--- src/rtl/ht_celltest_pkg.sv ---
// Shared types and LFSR helpers for the cell-chain tester.
// Optional first-mismatch capture is enabled with HT_CELLTEST_FIRST_ERR_EN.
package ht_celltest_pkg;

  typedef enum logic [1:0] {
    IDLE  = 2'd0,
    FLUSH = 2'd1,
    RUN   = 2'd2,
    DONE  = 2'd3
  } state_e;

  // Fibonacci taps for x^16+x^14+x^13+x^11+1 (bits 15,13,12,10)
  localparam logic [15:0] LFSR_TAPS    = 16'hB400;
  localparam logic [15:0] DEFAULT_SEED = 16'hACE1;

  function automatic logic [15:0] lfsr_next(input logic [15:0] s);
    return {s[14:0], ^(s & LFSR_TAPS)};
  endfunction

endpackage

--- src/rtl/ht_shift_chain.sv ---
// WIDTH-lane x DEPTH-stage register chain; the place where custom cells are swapped in.
// Shifts when en is high, holds otherwise, clears synchronously on RESET.
module ht_shift_chain #(
  parameter int WIDTH = 4,
  parameter int DEPTH = 8
) (
  input  logic             CLK,
  input  logic             RESET,
  input  logic             en,
  input  logic [WIDTH-1:0] d,
  output logic [WIDTH-1:0] q
);

  logic [WIDTH-1:0] stage_q [DEPTH];
  logic [WIDTH-1:0] stage_d [DEPTH];

  always_comb begin
    for (int i = 0; i < DEPTH; i++) stage_d[i] = stage_q[i];
    if (en) begin
      stage_d[0] = d;
      for (int i = 1; i < DEPTH; i++) stage_d[i] = stage_q[i-1];
    end
  end

  always_ff @(posedge CLK) begin
    if (RESET) begin
      for (int i = 0; i < DEPTH; i++) stage_q[i] <= '0;
    end else begin
      for (int i = 0; i < DEPTH; i++) stage_q[i] <= stage_d[i];
    end
  end

  assign q = stage_q[DEPTH-1];

endmodule

--- src/rtl/ht_cell_chain_tester.sv ---
// On-chip tester: drives an LFSR pattern through ht_shift_chain and checks it with a delayed LFSR.
// Define HT_CELLTEST_FIRST_ERR_EN to add first_err_idx / first_err_lanes outputs.
import ht_celltest_pkg::*;

module ht_cell_chain_tester #(
  parameter int WIDTH = 4,
  parameter int DEPTH = 8,
  parameter int LEN_W = 8,
  parameter int CNT_W = 16
) (
  input  logic             CLK,
  input  logic             RESET,
  input  logic             start,
  input  logic [LEN_W-1:0] n_vectors,
  input  logic [15:0]      seed,
  input  logic [WIDTH-1:0] inject,
  output logic             busy,
  output logic             done,
  output logic             pass,
  output logic [CNT_W-1:0] err_count,
  output logic [WIDTH-1:0] chain_out
`ifdef HT_CELLTEST_FIRST_ERR_EN
  ,
  output logic [LEN_W-1:0] first_err_idx,
  output logic [WIDTH-1:0] first_err_lanes
`endif
);

  // Run counter must reach n_vectors+DEPTH-1 for the largest n_vectors.
  localparam int RUN_W = $clog2((1 << LEN_W) + DEPTH);

  state_e           state_q, state_d;
  logic [RUN_W-1:0] cnt_q, cnt_d;
  logic [LEN_W-1:0] n_q, n_d;
  logic [15:0]      gen_q, gen_d;
  logic [15:0]      chk_q, chk_d;
  logic [CNT_W-1:0] err_q, err_d;
  logic             chain_en;
  logic [WIDTH-1:0] chain_in;
  logic [WIDTH-1:0] chain_q;
  logic [WIDTH-1:0] mism;
  logic [RUN_W-1:0] k_last;
  logic [15:0]      seed_eff;
`ifdef HT_CELLTEST_FIRST_ERR_EN
  logic [LEN_W-1:0] fe_idx_q, fe_idx_d;
  logic [WIDTH-1:0] fe_lanes_q, fe_lanes_d;
`endif

  ht_shift_chain #(
    .WIDTH(WIDTH),
    .DEPTH(DEPTH)
  ) u_chain (
    .CLK  (CLK),
    .RESET(RESET),
    .en   (chain_en),
    .d    (chain_in),
    .q    (chain_q)
  );

  assign seed_eff = (seed == 16'h0) ? DEFAULT_SEED : seed;
  assign mism     = chain_q ^ chk_q[WIDTH-1:0];
  assign k_last   = RUN_W'(n_q) + RUN_W'(DEPTH - 1);

  always_comb begin
    state_d  = state_q;
    cnt_d    = cnt_q;
    n_d      = n_q;
    gen_d    = gen_q;
    chk_d    = chk_q;
    err_d    = err_q;
    chain_en = 1'b0;
    chain_in = '0;
`ifdef HT_CELLTEST_FIRST_ERR_EN
    fe_idx_d   = fe_idx_q;
    fe_lanes_d = fe_lanes_q;
`endif
    case (state_q)
      IDLE, DONE: begin
        if (start) begin
          state_d = FLUSH;
          cnt_d   = '0;
          n_d     = n_vectors;
          gen_d   = seed_eff;
          chk_d   = seed_eff;
          err_d   = '0;
`ifdef HT_CELLTEST_FIRST_ERR_EN
          fe_idx_d   = '0;
          fe_lanes_d = '0;
`endif
        end
      end
      FLUSH: begin
        chain_en = 1'b1;
        if (cnt_q == RUN_W'(DEPTH - 1)) begin
          state_d = RUN;
          cnt_d   = '0;
        end else begin
          cnt_d = cnt_q + 1'b1;
        end
      end
      RUN: begin
        chain_en = 1'b1;
        if (cnt_q < RUN_W'(n_q)) begin
          chain_in = gen_q[WIDTH-1:0] ^ inject;
          gen_d    = lfsr_next(gen_q);
        end
        // Vector k-DEPTH reaches the chain output on this cycle
        if (cnt_q >= RUN_W'(DEPTH)) begin
          chk_d = lfsr_next(chk_q);
          if ((|mism) && !(&err_q)) err_d = err_q + 1'b1;
`ifdef HT_CELLTEST_FIRST_ERR_EN
          if ((|mism) && (fe_lanes_q == '0)) begin
            fe_idx_d   = LEN_W'(cnt_q - RUN_W'(DEPTH));
            fe_lanes_d = mism;
          end
`endif
        end
        if (cnt_q == k_last) begin
          state_d = DONE;
        end else begin
          cnt_d = cnt_q + 1'b1;
        end
      end
      default: state_d = IDLE;
    endcase
  end

  always_ff @(posedge CLK) begin
    if (RESET) begin
      state_q <= IDLE;
      cnt_q   <= '0;
      n_q     <= '0;
      gen_q   <= '0;
      chk_q   <= '0;
      err_q   <= '0;
`ifdef HT_CELLTEST_FIRST_ERR_EN
      fe_idx_q   <= '0;
      fe_lanes_q <= '0;
`endif
    end else begin
      state_q <= state_d;
      cnt_q   <= cnt_d;
      n_q     <= n_d;
      gen_q   <= gen_d;
      chk_q   <= chk_d;
      err_q   <= err_d;
`ifdef HT_CELLTEST_FIRST_ERR_EN
      fe_idx_q   <= fe_idx_d;
      fe_lanes_q <= fe_lanes_d;
`endif
    end
  end

  assign busy      = (state_q == FLUSH) || (state_q == RUN);
  assign done      = (state_q == DONE);
  assign pass      = done && (err_q == '0);
  assign err_count = err_q;
  assign chain_out = chain_q;
`ifdef HT_CELLTEST_FIRST_ERR_EN
  assign first_err_idx   = fe_idx_q;
  assign first_err_lanes = fe_lanes_q;
`endif

endmodule

--- config.mk ---
export PLATFORM = sky130hd
export DESIGN_NAME = ht_cell_chain_tester
export DESIGN_NICKNAME = d
export VERILOG_FILES = /design/src/rtl/ht_celltest_pkg.sv /design/src/rtl/ht_shift_chain.sv /design/src/rtl/ht_cell_chain_tester.sv
export SDC_FILE = /design/constraint.sdc
export NUM_CORES = 1
export LEC_CHECK = 0
export ABC_CLOCK_PERIOD_IN_PS = 2600
export CAP_MARGIN = 10
export CORE_AREA = 2 2 104 106
export CTS_CLUSTER_DIAMETER = 150
export DETAILED_ROUTE_END_ITERATION = 8
export DIE_AREA = 0 0 106 108
export GPL_ROUTABILITY_DRIVEN = 0
export PLACE_DENSITY = 0.78
export SETUP_SLACK_MARGIN = 0.4
export SLEW_MARGIN = 10
export SYNTH_ARGS = -nofsm -noshare
export SYNTH_HDL_FRONTEND = slang
export SYNTH_HIERARCHICAL = 1
export SYNTH_SLANG_ARGS = --single-unit
--- constraint.sdc ---
create_clock -name CLK -period 2.6 [get_ports CLK]
set_input_delay 0.39 -clock CLK [delete_from_list [all_inputs] [get_ports CLK]]
set_output_delay 0.39 -clock CLK [all_outputs]
set_load 0.005 [all_outputs]
Word-level counts from Yosys, hierarchy flattened --
Memory sizes are Yosys's and may differ from the RTL's. Index checks and enable logic that the tools add are counted.
Word-level totals: output and inout bits 23, memory bits (writable) 32, memories kept 1, logic and storage cells 87, register bits 67, latch bits 0, memory bits (read-only) 0
Operators by class: bitwise logic cells 10, add/subtract/negate cells 3, div/mod/pow operators 0, eq/ne operators 12, multipliers 0, magnitude comparators 2, shifts and indexed selects 0, reduce and logical (&&, ||, !) cells 20, muxes and demuxes 33
Memories:
- u_chain.stage_q | words 8, width 4, read ports 8, clocked after Yosys merged registers in 0, wr ports 8, RTL line ht_shift_chain.sv:14 | logic [WIDTH-1:0] stage_q [DEPTH];
Operators with widths (count):
- 16-bit 2-to-1 mux | 7
- 16-bit one-hot mux with 2 select lines | 3
- 4-bit 2-to-1 mux | 10
- 16-bit logical NOT | 2
- 32-bit 2-to-1 mux | 1
- 16-bit parity | 2
- 9-bit 2-to-1 mux | 3
- 9-bit one-hot mux with 3 select lines | 1
- 16-bit by 1-bit adder with 16-bit output, second input constant | 1
- 16-bit AND reduction | 1
- 2-bit inequality test, second input constant | 7
- 8-bit by 3-bit adder with 9-bit output, second input constant | 1
- 9-bit by 1-bit adder with 9-bit output, second input constant | 1
- 9-bit by 3-bit equality test with 1-bit output, second input constant | 1
- 9-bit equality test | 1
- 9-bit by 4-bit greater-or-equal comparator with 1-bit output, second input constant | 1
- 9-bit by 8-bit less-than comparator with 1-bit output | 1
- 3-bit AND reduction | 3
- 1-bit bitwise OR | 8
- 4-bit XOR | 2
- 2-bit 2-to-1 mux | 3
- 2-bit one-hot mux with 3 select lines | 1
- 2-bit equality test, second input constant | 2
- 1-bit 2-to-1 mux | 4
- other kinds (10) | 13

Longest topological paths before layout --
depth in word-level cells 6, gate-level depth with buffers 10

Hierarchy --
Netlist, hierarchy kept.
By module, submodules not included:
- ht_cell_chain_tester | seq. area each 1341.3 um2, instances 1, area each 3819.9 um2, cells an instance 481
- ht_shift_chain | seq. area each 640.6 um2, instances 1, area each 1193.6 um2, cells an instance 107

Worst setup path before layout --
Ideal clock, no wire load.
path type reg-to-reg, start register cnt_q[1], end register gen_q[14], clock period less this slack 2.203 ns, path slack 0.397 ns, cell stages (with the launch flop) 10, required time 2.509 ns, arrival time 2.112 ns, library setup time 0.091 ns, buffers on the path 1, path through dfxtp_1 > ha_1 > nor2b_1 > o21ai_0 > a21oi_1 > o21a_1 > o21ai_0 > clkbuf_1 > a21oi_1 > a311oi_1
On the way: longest elaborated chain between the ends 3
Ends and longest elaborated chain:
- from (decl) | RTL line ht_cell_chain_tester.sv:33 | logic [RUN_W-1:0] cnt_q, cnt_d;
- from (signal assigned) | RTL line ht_cell_chain_tester.sv:142 | cnt_q <= cnt_d;
- 9-bit by 8-bit less-than comparator with 1-bit output | RTL line ht_cell_chain_tester.sv:103 | if (cnt_q < RUN_W'(n_q)) begin
- 2-bit inequality test (no line)
- 3-bit AND reduction (no line)
- to (signal assigned) | RTL line ht_cell_chain_tester.sv:144 | gen_q <= gen_d;
- to (decl) | RTL line ht_cell_chain_tester.sv:35 | logic [15:0] gen_q, gen_d;
No other way between the ends. A chain may end at the register's enable or synchronous reset.

Worst setup path in the final report --
start register err_q[0] (netlist: err_count[0]), end output pass
On the way: longest elaborated chain between the ends 2
Ends and longest elaborated chain:
- from (decl) | RTL line ht_cell_chain_tester.sv:37 | logic [CNT_W-1:0] err_q, err_d;
- from (signal assigned) | RTL line ht_cell_chain_tester.sv:146 | err_q <= err_d;
- 16-bit logical NOT | RTL line ht_cell_chain_tester.sv:156 | assign pass = done && (err_q == '0);
- 1-bit logical AND | RTL line ht_cell_chain_tester.sv:156
- to (decl) | RTL line ht_cell_chain_tester.sv:19 | output logic pass,
No other way between the ends.

==> impl_metrics.yaml <==
timing:
  fmax_ghz: 0.448
  worst_slack_ns: 0.369
  hold_violations: 0
  rsz0062_at_grt: "yes"
  tns_ns: 0
  slew_headroom_pct: 42.4
  worst_pin_slew_ns: 0.864
  fin_skew_ns: 0.0155
  timing.final.crit_share_pct: 85.8
  period_minus_slack_ns: 2.23
  finalMaxSlewViolations: 0
  setup_viol: 0
grt:
  grt_pass1_vias: 4252
  grt_max_degree: 82
  grt-ovfl-total: 0
  track_usage_pct: 21.6
  antenna_found_initial: 0
  grt_pass1_wl_um: 20200
synthesis:
  synth-edff-count: 0
  yosys.area_share.simple_pct: 19.2
  synth_most_common_cell: "dfxtp_1"
  seq_area_frac_synth_pct: 39.5
  synthXorXnorAreaFrac_pct: 5.42
  synth-seq-cells: 99
  yosys_warnings: 6
  syn_area_per_cell_um2: 8.53
  yosysUniqueCellTypes: 57
  synthTopCellsByArea: "dfxtp_1, mux2i_1, nor2_1"
  synth_top_cell_by_area: "dfxtp_1"
  synthCells: 588
  synth.area.mux_share_pct: 7.61
  synth_nets: 636
  syn_area_um2: 5010
  synth_top_family_by_area: "simple AND/OR/NAND/NOR gates"
  synth_compound_area_share_pct: 17.4
  synthArstFlopShare_pct: 0
  synth_top_area_share_pct: 39.5
  yosys.area_share.adder_pct: 4.24
  yosys-top-cells-count: "dfxtp_1, nor2_1, a21oi_1, nand2_1, mux2i_1"
  synth_top_flop_cell: "dfxtp_1"
final_layout:
  area_delta_synth_final_pct: 20.9
  n_antenna_cell: 0
  fin_nets: 683
  layout-drive-gt1-share_pct: 14.2
min_path:
  hp-class: "flop to flop"
setup_path:
  end_kind: "output pin"
  crit_required_ns: 2.21
  critPathArrivalTime_ns: 1.84
  crit_fanout: 2
  start_kind: "flop"
  crit_type: "flop to output pin"
cts:
  clock_latency_ns: 0.36
  cts-htree-levels: 3
  cts_tree: "yes"
  cts_root_buf: "clkbuf_8"
  numCtsBuffers: 9
  clockBufferDepth: 2
  clk_pin_slew_ns: 0.11
  ctsHoldBuffers: 0
  cts.sinks: 99
power:
  p_total_uw: 5860
  power_density_nw_per_um2: 967
  peakVddDrop_mv: 0.634
  leakagePower_uw: 0.00215
routing:
  firstDrtPassIters: 5
  detail_route.vias_per_cell: 5.86
  ant_nets: 0
  wl_per_cell_um: 16.0
  drcViolationCount: 0
  drt-total-wl_um: 12400
  drtIter0Drc: 354
  vias: 4545
placed_design:
  dp_hpwl_um: 8360
  io_buffers: 53
  pre_cts_slack_ns: 0.269
die:
  io_pins: 54
  num_rows: 37
  die-area_um2: 11400
  die_width_um: 106
  start_util_pct: 49.0
  design.core.area_um2: 10200
  die_h_um: 108
run:
  maxCapViolCount: 0
status:
  status: "finished, final reports clean"
-- metrics by stage --
stage | utilization, % | cell area [um2] | hold WS, ns | cells
2_1_floorplan | - | 5010 | 0.432 | 588
3_3_place_gp | 54.7 | 5600 | 0.441 | 753
3_5_place_dp | 54.7 | 5600 | 0.457 | 753
4_1_cts | 57.3 | 5860 | 0.473 | 771
5_1_grt | 59.3 | 6060 | 0.492 | 776
6_report | 59.3 | 6060 | 0.467 | 776
-- placed cells by master, fill, tap and decap left out, types with 3 or more instances in the layout --
cell             netlist  layout
a211oi_1               4       4
a21oi_1               45      43
a221oi_1               4       4
a22oi_1                3       3
a311oi_1               5       5
and3_1                 3       3
and4_1                 3       3
buf_4                  4      22
clkbuf_8               0      10
clkdlybuf4s50_1        0      52
dfxtp_1               99      83
dfxtp_2                0      12
dfxtp_4                0       4
ha_1                  17      15
inv_1                 24      23
mux2i_1               37      37
nand2_1               45      44
nand3_1               16      15
nand4_1                7       7
nor2_1                73      70
nor2_2                 0       3
nor2b_1                6       5
nor3_1                16      10
nor3_2                 0       4
nor4_1                10       8
o21ai_0               27      23
o21ai_1                1       4
o221ai_1               9       9
o22ai_1                8       7
or3_1                 15      14
xnor2_1               27      27
xor2_1                 4       4
-- state kept, by name, summed over array words and instances, names as in the netlist --
name             flops
chk_q               16
cnt_q                9
err_count           16
gen_q               16
n_q                  8
state_q              2
u_chain/stage_q     32
-- per-layer routing --
metal / up-vias / share of wire, % / global-route usage [%]
met5: - / 0 / 0
met4: 0 / 2.6 / 11.2
met3: 32 / 5.0 / 3.07
met2: 180 / 48 / 35.3
met1: 2130 / 44 / 28.0
li1: 2203 / - / -
-- critical path: stages, from the launching register on --
cell and delay [ns]:
dfxtp_4 0.35, inv_1 0.05, ha_1 0.15, nor4b_4 0.21, and4_1 0.23, clkdlybuf4s50_1 0.50
-- what timing repair did --
action / in CTS / in global routing
endpoints found under the setup margin: 34 / 46
setup buffers: 2 / 3
gates resized for setup: 17 / 45
pin swaps: 1 / 6
gates cloned: 0 / 2
-- kinds of logic (layout without fill, tap and decap cells) --
group	count (synthesis)	in the layout
and+or+nand+nor	204	205
adders and majority gates	17	17
buffers and inverters	65	115
DFF	99	99
AOI/OAI and AO/OA	134	135
xor gates and xnor gates	31	31
muxes	38	38
-- final timing paths --
path / from / end / slack (ns) / cells past startpoint
worst min register to register: chk_q[5] / chk_q[5] / 0.47 / 2
worst max-delay path: err_count[0] / pass / 0.37 / 5
worst max register to register: cnt_q[6] / cnt_q[7] / 0.41 / 7
worst min-delay path: chk_q[5] / chk_q[5] / 0.47 / 2
-- cell type report --
cell class,instances,area [um2]
multi-input cells,426,2910
well taps,136,170
fillers,844,4170
repair buffers,75,691
clock buffers,10,138
flip-flops and latches,99,2010
inverters,24,90.1
clock inverters,6,56.3
-- report_power, final --
group,switching [uW],internal (uW),leakage (uW),total (uW)
Sequential,209,1790,0.000814,2000
Clock,575,395,0.0000969,970
Combinational,1700,1190,0.00124,2890
Note: power is estimated with default switching activity, not from simulation.
